<file path="config.mk">
export PLATFORM = sky130hd
export DESIGN_NAME = alu_op_decoder_flat
export DESIGN_NICKNAME = d
export VERILOG_FILES = /design/src/rtl/alu_op_decoder_if.sv /design/src/rtl/alu_op_decoder.sv /design/src/flat_wrapper.sv
export SDC_FILE = /design/constraint.sdc
export NUM_CORES = 1
export LEC_CHECK = 0
export CELL_PAD_IN_SITES_DETAIL_PLACEMENT = 1
export CELL_PAD_IN_SITES_GLOBAL_PLACEMENT = 1
export CORE_MARGIN = 1
export CORE_UTILIZATION = 30
export DETAILED_ROUTE_END_ITERATION = 10
export MAX_ROUTING_LAYER = met4
export PLACE_DENSITY = 0.73
export SLEW_MARGIN = 10
export SYNTH_ARGS = -nofsm -noshare
export SYNTH_HDL_FRONTEND = slang
export SYNTH_SLANG_ARGS = --single-unit
</file>
<file path="constraint.sdc">
create_clock -name clk -period 2.7 [get_ports clk]
set_input_delay 0.81 -clock clk [delete_from_list [all_inputs] [get_ports clk]]
set_output_delay 0.81 -clock clk [all_outputs]
set_load 0.03 [all_outputs]
</file>
<file path="src/rtl/alu_op_decoder_if.sv">
// ALU operation bus: instruction beats in, decoded ALU control beats out.
// The master modport is the decoder side; the slave modport is the fetch/ALU environment.
interface alu_op_decoder_if #(
    parameter int XLEN = 32
);
    logic            in_valid;
    logic            in_ready;
    logic [31:0]     in_instr;
    logic [XLEN-1:0] in_pc;

    logic            out_valid;
    logic            out_ready;
    logic [3:0]      out_alu_op;
    logic [1:0]      out_a_sel;
    logic            out_b_sel;
    logic [XLEN-1:0] out_imm;
    logic [4:0]      out_rs1;
    logic [4:0]      out_rs2;
    logic [4:0]      out_rd;
    logic            out_rd_we;
    logic            out_illegal;
    logic [XLEN-1:0] out_pc;

    modport master (
        input  in_valid, in_instr, in_pc, out_ready,
        output in_ready, out_valid, out_alu_op, out_a_sel, out_b_sel, out_imm,
               out_rs1, out_rs2, out_rd, out_rd_we, out_illegal, out_pc
    );

    modport slave (
        output in_valid, in_instr, in_pc, out_ready,
        input  in_ready, out_valid, out_alu_op, out_a_sel, out_b_sel, out_imm,
               out_rs1, out_rs2, out_rd, out_rd_we, out_illegal, out_pc
    );
endinterface

</file>
<file path="src/rtl/alu_op_decoder.sv">
// RV32I instruction decoder feeding the ALU stage: combinational decode, one output
// register and one skid entry so in_ready comes straight from a flop.
module alu_op_decoder #(
    parameter int XLEN = 32
) (
    input  logic               clk,
    input  logic               rst,
    input  logic               flush,
    alu_op_decoder_if.master   bus
);

    localparam logic [3:0] OP_ADD  = 4'd0;
    localparam logic [3:0] OP_SUB  = 4'd1;
    localparam logic [3:0] OP_SLL  = 4'd2;
    localparam logic [3:0] OP_SLT  = 4'd3;
    localparam logic [3:0] OP_SLTU = 4'd4;
    localparam logic [3:0] OP_XOR  = 4'd5;
    localparam logic [3:0] OP_SRL  = 4'd6;
    localparam logic [3:0] OP_SRA  = 4'd7;
    localparam logic [3:0] OP_OR   = 4'd8;
    localparam logic [3:0] OP_AND  = 4'd9;

    localparam logic [6:0] OPC_LUI    = 7'b0110111;
    localparam logic [6:0] OPC_AUIPC  = 7'b0010111;
    localparam logic [6:0] OPC_JAL    = 7'b1101111;
    localparam logic [6:0] OPC_JALR   = 7'b1100111;
    localparam logic [6:0] OPC_BRANCH = 7'b1100011;
    localparam logic [6:0] OPC_LOAD   = 7'b0000011;
    localparam logic [6:0] OPC_STORE  = 7'b0100011;
    localparam logic [6:0] OPC_OPIMM  = 7'b0010011;
    localparam logic [6:0] OPC_OP     = 7'b0110011;
    localparam logic [6:0] OPC_FENCE  = 7'b0001111;
    localparam logic [6:0] OPC_SYSTEM = 7'b1110011;

    localparam logic [1:0] A_RS1  = 2'b00;
    localparam logic [1:0] A_PC   = 2'b01;
    localparam logic [1:0] A_ZERO = 2'b10;

    typedef struct packed {
        logic [3:0]      alu_op;
        logic [1:0]      a_sel;
        logic            b_sel;
        logic [XLEN-1:0] imm;
        logic [4:0]      rs1;
        logic [4:0]      rs2;
        logic [4:0]      rd;
        logic            rd_we;
        logic            illegal;
        logic [XLEN-1:0] pc;
    } dec_t;

    function automatic logic [XLEN-1:0] imm_i(input logic [31:0] i);
        return {{(XLEN-12){i[31]}}, i[31:20]};
    endfunction

    function automatic logic [XLEN-1:0] imm_s(input logic [31:0] i);
        return {{(XLEN-12){i[31]}}, i[31:25], i[11:7]};
    endfunction

    function automatic logic [XLEN-1:0] imm_b(input logic [31:0] i);
        return {{(XLEN-13){i[31]}}, i[31], i[7], i[30:25], i[11:8], 1'b0};
    endfunction

    function automatic logic [XLEN-1:0] imm_u(input logic [31:0] i);
        return {i[31:12], 12'b0};
    endfunction

    function automatic logic [XLEN-1:0] imm_j(input logic [31:0] i);
        return {{(XLEN-21){i[31]}}, i[31], i[19:12], i[20], i[30:21], 1'b0};
    endfunction

    function automatic logic [XLEN-1:0] imm_shamt(input logic [31:0] i);
        return {{(XLEN-5){1'b0}}, i[24:20]};
    endfunction

    // alt selects SUB on funct3=000 and SRA on funct3=101
    function automatic logic [3:0] op_from_f3(input logic [2:0] f3, input logic alt);
        logic [3:0] op;
        case (f3)
            3'b000:  op = alt ? OP_SUB : OP_ADD;
            3'b001:  op = OP_SLL;
            3'b010:  op = OP_SLT;
            3'b011:  op = OP_SLTU;
            3'b100:  op = OP_XOR;
            3'b101:  op = alt ? OP_SRA : OP_SRL;
            3'b110:  op = OP_OR;
            default: op = OP_AND;
        endcase
        return op;
    endfunction

    // ---- p0: combinational decode of the offered instruction
    dec_t       dec_p0;
    logic [3:0] op_p0;
    logic       wr_p0;
    logic       ill_p0;
    logic [6:0] opcode;
    logic [2:0] f3;
    logic [6:0] f7;

    assign opcode = bus.in_instr[6:0];
    assign f3     = bus.in_instr[14:12];
    assign f7     = bus.in_instr[31:25];

    always_comb begin
        dec_p0       = '0;
        op_p0        = OP_ADD;
        wr_p0        = 1'b0;
        ill_p0       = 1'b0;
        dec_p0.rs1   = bus.in_instr[19:15];
        dec_p0.rs2   = bus.in_instr[24:20];
        dec_p0.rd    = bus.in_instr[11:7];
        dec_p0.pc    = bus.in_pc;
        dec_p0.a_sel = A_RS1;
        case (opcode)
            OPC_OP: begin
                wr_p0 = 1'b1;
                op_p0 = op_from_f3(f3, f7 == 7'h20);
                if (f7 != 7'h00 && f7 != 7'h20)
                    ill_p0 = 1'b1;
                else if (f7 == 7'h20 && f3 != 3'b000 && f3 != 3'b101)
                    ill_p0 = 1'b1;
            end
            OPC_OPIMM: begin
                wr_p0        = 1'b1;
                dec_p0.b_sel = 1'b1;
                dec_p0.imm   = imm_i(bus.in_instr);
                op_p0        = op_from_f3(f3, 1'b0);
                if (f3 == 3'b001) begin
                    dec_p0.imm = imm_shamt(bus.in_instr);
                    ill_p0     = (f7 != 7'h00);
                end else if (f3 == 3'b101) begin
                    dec_p0.imm = imm_shamt(bus.in_instr);
                    op_p0      = op_from_f3(f3, f7 == 7'h20);
                    ill_p0     = (f7 != 7'h00 && f7 != 7'h20);
                end
            end
            OPC_LOAD: begin
                wr_p0        = 1'b1;
                dec_p0.b_sel = 1'b1;
                dec_p0.imm   = imm_i(bus.in_instr);
                ill_p0       = (f3 == 3'b011 || f3 == 3'b110 || f3 == 3'b111);
            end
            OPC_STORE: begin
                dec_p0.b_sel = 1'b1;
                dec_p0.imm   = imm_s(bus.in_instr);
                ill_p0       = (f3 >= 3'b011);
            end
            OPC_JALR: begin
                wr_p0        = 1'b1;
                dec_p0.b_sel = 1'b1;
                dec_p0.imm   = imm_i(bus.in_instr);
            end
            OPC_LUI: begin
                wr_p0        = 1'b1;
                dec_p0.a_sel = A_ZERO;
                dec_p0.b_sel = 1'b1;
                dec_p0.imm   = imm_u(bus.in_instr);
            end
            OPC_AUIPC: begin
                wr_p0        = 1'b1;
                dec_p0.a_sel = A_PC;
                dec_p0.b_sel = 1'b1;
                dec_p0.imm   = imm_u(bus.in_instr);
            end
            OPC_JAL: begin
                wr_p0        = 1'b1;
                dec_p0.a_sel = A_PC;
                dec_p0.b_sel = 1'b1;
                dec_p0.imm   = imm_j(bus.in_instr);
            end
            OPC_BRANCH: begin
                dec_p0.imm = imm_b(bus.in_instr);
                case (f3)
                    3'b000, 3'b001: op_p0 = OP_SUB;
                    3'b100, 3'b101: op_p0 = OP_SLT;
                    3'b110, 3'b111: op_p0 = OP_SLTU;
                    default:        ill_p0 = 1'b1;
                endcase
            end
            OPC_FENCE, OPC_SYSTEM: begin
                op_p0 = OP_ADD;
            end
            default: ill_p0 = 1'b1;
        endcase
        dec_p0.illegal = ill_p0;
        dec_p0.alu_op  = ill_p0 ? OP_ADD : op_p0;
        dec_p0.rd_we   = wr_p0 && !ill_p0 && (dec_p0.rd != 5'd0);
    end

    // ---- p1: output register plus skid entry
    dec_t out_p1;
    dec_t skid_p1;
    logic vld_p1;
    logic vld_skid_p1;
    logic accept;
    logic slot_free;

    assign bus.in_ready = !vld_skid_p1;
    assign accept       = bus.in_valid && !vld_skid_p1 && !flush;
    assign slot_free    = !vld_p1 || bus.out_ready;

    always_ff @(posedge clk) begin
        if (rst || flush) begin
            vld_p1      <= 1'b0;
            vld_skid_p1 <= 1'b0;
            out_p1      <= '0;
            skid_p1     <= '0;
        end else if (slot_free) begin
            // skid is always older than anything offered now, and in_ready was low
            if (vld_skid_p1) begin
                out_p1      <= skid_p1;
                vld_p1      <= 1'b1;
                vld_skid_p1 <= 1'b0;
            end else if (accept) begin
                out_p1 <= dec_p0;
                vld_p1 <= 1'b1;
            end else begin
                vld_p1 <= 1'b0;
            end
        end else if (accept) begin
            skid_p1     <= dec_p0;
            vld_skid_p1 <= 1'b1;
        end
    end

    assign bus.out_valid   = vld_p1;
    assign bus.out_alu_op  = out_p1.alu_op;
    assign bus.out_a_sel   = out_p1.a_sel;
    assign bus.out_b_sel   = out_p1.b_sel;
    assign bus.out_imm     = out_p1.imm;
    assign bus.out_rs1     = out_p1.rs1;
    assign bus.out_rs2     = out_p1.rs2;
    assign bus.out_rd      = out_p1.rd;
    assign bus.out_rd_we   = out_p1.rd_we;
    assign bus.out_illegal = out_p1.illegal;
    assign bus.out_pc      = out_p1.pc;

endmodule

</file>
<file path="src/flat_wrapper.sv">
// flat-port wrapper written by rule: the top's interface ports become plain ports
module alu_op_decoder_flat 
#(
    parameter int XLEN = 32
)
  (clk, rst, flush, bus_in_valid, bus_in_instr, bus_in_pc, bus_out_ready, bus_in_ready, bus_out_valid, bus_out_alu_op, bus_out_a_sel, bus_out_b_sel, bus_out_imm, bus_out_rs1, bus_out_rs2, bus_out_rd, bus_out_rd_we, bus_out_illegal, bus_out_pc);
  alu_op_decoder_if #(.XLEN(XLEN)) bus_i ();
  input  logic clk;
  input  logic rst;
  input  logic flush;
  input wire logic [$bits(bus_i.in_valid)-1:0] bus_in_valid;
  input wire logic [$bits(bus_i.in_instr)-1:0] bus_in_instr;
  input wire logic [$bits(bus_i.in_pc)-1:0] bus_in_pc;
  input wire logic [$bits(bus_i.out_ready)-1:0] bus_out_ready;
  output wire logic [$bits(bus_i.in_ready)-1:0] bus_in_ready;
  output wire logic [$bits(bus_i.out_valid)-1:0] bus_out_valid;
  output wire logic [$bits(bus_i.out_alu_op)-1:0] bus_out_alu_op;
  output wire logic [$bits(bus_i.out_a_sel)-1:0] bus_out_a_sel;
  output wire logic [$bits(bus_i.out_b_sel)-1:0] bus_out_b_sel;
  output wire logic [$bits(bus_i.out_imm)-1:0] bus_out_imm;
  output wire logic [$bits(bus_i.out_rs1)-1:0] bus_out_rs1;
  output wire logic [$bits(bus_i.out_rs2)-1:0] bus_out_rs2;
  output wire logic [$bits(bus_i.out_rd)-1:0] bus_out_rd;
  output wire logic [$bits(bus_i.out_rd_we)-1:0] bus_out_rd_we;
  output wire logic [$bits(bus_i.out_illegal)-1:0] bus_out_illegal;
  output wire logic [$bits(bus_i.out_pc)-1:0] bus_out_pc;
  assign bus_i.in_valid = bus_in_valid;
  assign bus_i.in_instr = bus_in_instr;
  assign bus_i.in_pc = bus_in_pc;
  assign bus_i.out_ready = bus_out_ready;
  assign bus_in_ready = bus_i.in_ready;
  assign bus_out_valid = bus_i.out_valid;
  assign bus_out_alu_op = bus_i.out_alu_op;
  assign bus_out_a_sel = bus_i.out_a_sel;
  assign bus_out_b_sel = bus_i.out_b_sel;
  assign bus_out_imm = bus_i.out_imm;
  assign bus_out_rs1 = bus_i.out_rs1;
  assign bus_out_rs2 = bus_i.out_rs2;
  assign bus_out_rd = bus_i.out_rd;
  assign bus_out_rd_we = bus_i.out_rd_we;
  assign bus_out_illegal = bus_i.out_illegal;
  assign bus_out_pc = bus_i.out_pc;
  alu_op_decoder #(.XLEN(XLEN)) u_core (.clk(clk), .rst(rst), .flush(flush), .bus(bus_i));
endmodule
</file>
* Word-level counts from Yosys, hierarchy flattened
Cells that the tools add are included.
** Operators by class
- $add $sub $neg :: 0
- Shifts and indexed selects :: 0
- Reductions and logical operators :: 33
- Eq/ne operators :: 21
- $lt $le $gt $ge :: 1
- Multipliers :: 0
- Bitwise gates (word level) :: 1
- Multiplexer cells :: 25
- Divide/modulo/power cells :: 0
** Operator list (number)
- $pmux W32 S6 :: 1
- $mux W88 :: 2
- $mux W32 :: 2
- $eq A7 B6 Y1 const B :: 4
- $eq A7 B7 Y1 const B :: 4
- $pmux W4 S7 :: 1
- $pmux W4 S6 :: 1
- $eq A7 B5 Y1 const B :: 2
- $reduce_or A2 Y1 :: 7
- $reduce_or A7 Y1 :: 2
- $eq A3 B3 Y1 const B :: 4
- $mux W4 :: 3
- $pmux W4 S3 :: 1
- $reduce_or A6 Y1 :: 2
- $mux W1 :: 11
- $pmux W3 S3 :: 1
- $eq A7 B2 Y1 const B :: 1
- $eq A7 B4 Y1 const B :: 1
- $logic_and A1 B1 Y1 :: 7
- $ne A7 B6 Y1 const B :: 1
- $reduce_bool A7 Y1 :: 1
- $eq A3 B2 Y1 const B :: 2
- $pmux W1 S6 :: 1
- $reduce_bool A5 Y1 :: 1
- 11 further kinds :: 18
** Storage, ports and cells
- Latch bits :: 0
- Input bits :: 69
- Bits in writable memories :: 0
- Register bits :: 178
- Logic and storage cells :: 103
- Memories :: 0
- Memory bits (read-only) :: 0

* Depth between registers and ports, before layout
- Depth after elaboration :: 11
- Gate-level depth with buffers :: 7

* Least setup slack after synthesis
No wires, ideal clock.
- Path type :: input to register
- From :: input bus_in_instr[5]
- To :: register u_core.out_p1 (netlist bit u_core.bus.out_imm[20])
- Stages on the path :: 7
- Path slack :: 349 ps
- Library setup time :: 58 ps
- Arrival :: 2293 ps
- Required time :: 2642 ps
- Cells stage by stage :: buf_6 -> or4_4 -> o21a_4 -> o41a_1 -> buf_6 -> a31oi_1 -> a21o_1
** Between the ends
- Word-level cells in the longest chain between the ends :: 5
- Elaborated cells on any way between the ends :: 13
- Those cells by class :: 8 x eq/ne; 3 x mux; 2 x reduce/logical
** Ends and longest elaborated chain
- start: declaration :: line flat_wrapper.sv:12 : input wire logic [$bits(bus_i.in_instr)-1:0] bus_in_instr;
- $eq A7 B6 Y1, or another cell as far along :: line alu_op_decoder.sv:115 : case (opcode)
- $reduce_or A2 Y1 (no source line)
- $pmux W32 S6 * :: line alu_op_decoder.sv:115
- $mux W88 * :: line alu_op_decoder.sv:215 : end else if (accept) begin
- $mux W88 * :: line alu_op_decoder.sv:211 : if (vld_skid_p1) begin
- end signal: assignment :: line alu_op_decoder.sv:212 : out_p1 <= skid_p1;
- end signal: assignment :: line alu_op_decoder.sv:216 : out_p1 <= dec_p0;
- end: declaration :: line alu_op_decoder.sv:192 : dec_t out_p1;
Mark *: on every way between the ends. The rest lies on a longest branch, timed or not. The select of a mux whose other input is x is not followed.
A chain may end at the register's enable or synchronous reset.

* Worst setup path in the final report
- From :: input bus_in_instr[6]
- To :: register u_core.skid_p1[63] in the netlist's numbering
** Between the ends
- Word-level cells in the longest chain between the ends :: 3
- Elaborated cells on any way between the ends :: 11
- Those cells by class :: 8 x eq/ne; 1 x mux; 2 x reduce/logical
** Ends and longest elaborated chain
- $eq A7 B6 Y1, or another cell as far along :: line alu_op_decoder.sv:115
- $reduce_or A2 Y1 (no source line)
- $pmux W32 S6 * :: line alu_op_decoder.sv:115
- end signal: assignment :: line alu_op_decoder.sv:222 : skid_p1 <= dec_p0;
- end: declaration :: line alu_op_decoder.sv:193 : dec_t skid_p1;
Mark *: on every way between the ends. The rest lies on a longest branch, timed or not.

==> qor.csv <==
stage,metric,value,unit
clocking,clkTransAtPathRegs,80,ps
detailed_routing,totalWireLength,26070,µm
detailed_routing,ant_nets,0,
critical_path,cp_max_fo,8,
global_route,grt_overflow_total,0,
critical_path,critPathSlowestCell,clkdlybuf4s50_1,
detailed_routing,drcViolationCount,0,
yosys,synth_area_per_cell,8.499,µm²
power,clkPwrFrac,0.433,
sta,fin_crit,2512,ps
critical_path,crit_arrival,2860,ps
sta,setup_viol,0,
yosys,yosysWarnings,0,
status,outcome,completed,
cells_and_area,final_cells,1430,
global_route,grt_usage,0.2084,
clocking,postCtsHoldBufs,0,
critical_path,crit_chain,clkdlybuf4s50_1 -> buf_4 -> nor4_1 -> buf_4 -> o21a_1 -> buf_4 -> o21ai_1 -> buf_4 -> a31oi_1,
global_route,antenna_found_initial,0,
floorplan,core,24600,µm²
yosys,synth_edf_count,0,
yosys,synthTopCellsByArea,"dfxtp_1, nand2_1, mux2i_1, a211oi_1, a21oi_1",
clocking,cts_resized,0,
detailed_routing,drt-vias-per-instance,5.240,
yosys,yosysSeqAreaShare,0.4674,
clocking,cts.htree.levels,4,
clocking,cts_root_buffer,clkbuf_16,
sta,finalHoldViolCount,0,
power,p_leak,3.688,nW
critical_path,timing.rr.start,u_core.vld_skid_p1,
sta,slew_violations,0,
sta,rsz0062_at_grt,false,
sta,max_freq,0.3981,GHz
hold_path,whs_path_depth,1,
power,internal-power,4.303,mW
yosys,synthArstFlopShare,0,
critical_path,required,3050,ps
critical_path,reg2reg_slack,750,ps
yosys,synth.distinct_cells,56,
floorplan,dieArea,26050,µm²
critical_path,crit_type,in2reg,
critical_path,start_kind,primary input,
yosys,synth_top_area_share,0.4674,
floorplan,rows,57,
hold_path,worst_hold_path_type,reg2reg,
clocking,ctsLongestPathBuffers,2,
power,switching_share,0.2722,
power,power_density,550.0,nW/µm²
critical_path,r2r_cells,6,
place,place_inst,1398,
global_route,grt_pass1_wl,41670,µm
yosys,syn_inst,897,
power,switchingPower,1.609,mW
cells_and_area,fin_util,0.4368,
global_route,grt_pass1_vias,7699,
place,hpwlAfterDp,18450,µm
floorplan,chipHeight,161.4,µm
yosys,yosysTopAreaCell,dfxtp_1,
detailed_routing,avgRoutedWirePerCell,18.23,µm
sta,relSlewSlack,0.4927,
detailed_routing,first_iter_violations,346,
power,irDropWorstVdd,0.3605,mV
place,portBuffers,158,
hold_path,holdPathEnd,u_core.bus.out_imm[20],
detailed_routing,firstDrtPassIters,5,
job,maxCapViolations,0,
sta,post-route-period-util,0.9303,
cells_and_area,drive_gt1_frac,0.1329,
sta,tns,0,ps
cells_and_area,fin_nets,1162,
yosys,synth_ff_type,dfxtp_1,
sta,worst_slew_pin_slew,758.1,ps
global_route,grt_max_degree,81,
floorplan,ioPinCount,159,
cells_and_area,syn_to_final_growth,40.98,%
yosys,syn-num-nets,966,
cells_and_area,fillCellCount,2926,
hold_path,hold_start,u_core.bus.out_imm[20],
clocking,numCtsBuffers,17,
critical_path,end_kind,flip-flop,
power,p_comb_frac,0.113,
yosys,synth_seq_cells,178,
place,gp_congestion,0.8594,
sta,fin_worst_skew,9.587,ps
power,p_seq_frac,0.454,
critical_path,crit_top_cell,buf_4,
clocking,cts_setup_buffers,0,
cells_and_area,diodes,0,
floorplan,initial_core_util,0.3098,
critical_path,path_delay_family,buffers and inverters,
critical_path,rr_endpoint,u_core.skid_p1[55],
detailed_routing,num_vias,7493,
critical_path,slowest_delay,470,ps
yosys,syn_area,7624,µm²
floorplan,die_w,161.4,µm
critical_path,critical_path_buf_inv_count,5,
clocking,clock-sinks,178,
clocking,cts_tree,done,
clocking,clk_latency,440,ps
==> cell usage after synthesis, types with 6 or more instances <==
cell type	count
nor2b_1	9
nand3_1	11
dfxtp_1	178
a22o_1	6
nor2_1	72
a21oi_1	67
a31oi_1	32
o22ai_1	11
clkbuf_1	57
nor3_1	13
o31ai_1	10
mux2i_1	49
buf_2	9
nand2b_1	6
nand2_1	149
or3_1	8
a21o_1	13
buf_1	8
a211oi_1	51
a221oi_1	16
o21ai_0	58
==> metal layers <==
layer  vias to the layer above  GRT usage  part of all wire
li1                       3637          -                 -
met1                      3660     0.2598              0.46
met2                       166     0.3395              0.48
met3                        30    0.04340             0.047
met4                         0    0.05832             0.015
met5                         -          -                 0
==> cells by family after synthesis <==
group | Yosys count | share of synthesized area
muxes | 50 | 0.06581
AOI/OAI and AO/OA | 294 | 0.2513
DFF | 178 | 0.4674
and+or+nand+nor | 294 | 0.1722
buffers and inverters | 81 | 0.04333
==> layout by cell type (no fill, tap or decap), types with 6 or more instances in the layout <==
cell / n
clkbuf_16: 17
nor2b_1: 9
a22o_1: 6
a211oi_1: 51
o31ai_1: 10
buf_12: 8
o22ai_1: 11
mux2i_1: 49
nand3_1: 11
a221oi_1: 16
buf_4: 88
or3_1: 7
a21oi_1: 67
a21o_1: 13
nor2_1: 71
clkdlybuf4s50_1: 157
a31oi_1: 32
nor3_1: 13
o21ai_0: 58
nand2b_1: 6
nand2_1: 149
dfxtp_1: 177
==> sequential cells by signal, indices dropped and copies added, names as in the netlist, 2 cells and up <==
register / flops
u_core.skid_p1: 88
u_core.bus.out_imm: 32
u_core.bus.out_pc: 32
u_core.bus.out_rd: 5
u_core.bus.out_rs1: 5
u_core.bus.out_rs2: 5
u_core.bus.out_alu_op: 4
u_core.bus.out_a_sel: 2
==> how the worst max path moves through the flow <==
stage | from | slack (ps) | end | cells past startpoint
after floorplan | bus_in_instr[5] | 350 | u_core.bus.out_imm[20] | 7
after global placement | bus_in_instr[6] | -210 | u_core.bus.out_imm[19] | 7
after detailed placement | bus_in_instr[6] | -320 | u_core.bus.out_imm[17] | 7
after CTS | bus_in_instr[6] | 140 | u_core.bus.out_imm[17] | 7
after global routing | bus_in_instr[6] | 30 | u_core.bus.out_imm[14] | 7
final | bus_in_instr[6] | 190 | u_core.skid_p1[63] | 9
==> cell type report <==
class                      count  area [µm²]  share of cell area
multi-input combinational    638        3762              0.3501
clock buffer                  18       439.2             0.04086
sequential                   178        3567              0.3319
tap                          324       405.4             0.03772
inverter                       5       18.77            0.001746
timing repair buffer         253        2392              0.2226
clock inverter                14       162.7             0.01513
==> power by group through the flow <==
stage	registers [mW]	logic, mW	clock network, mW
after floorplan	2.80	0.242	0
after global routing	2.69	0.719	2.72
after CTS	2.68	0.670	2.60
after detailed placement	2.74	0.666	0
final	2.68	0.669	2.56
after global placement	2.74	0.658	0
==> stage by stage <==
step,setup slack (ps),hold slack [ps],cell area [µm²],power [mW]
CTS,145.0,459.4,10740,5.954
global route,27.59,471.1,10750,6.121
finish,188.1,457.7,10750,5.912
detailed placement,-316.6,443.4,10140,3.409
floorplan,348.8,416.7,7624,3.046
global placement,-209.5,436.0,10140,3.399
Power figures use the tool's default switching activity.
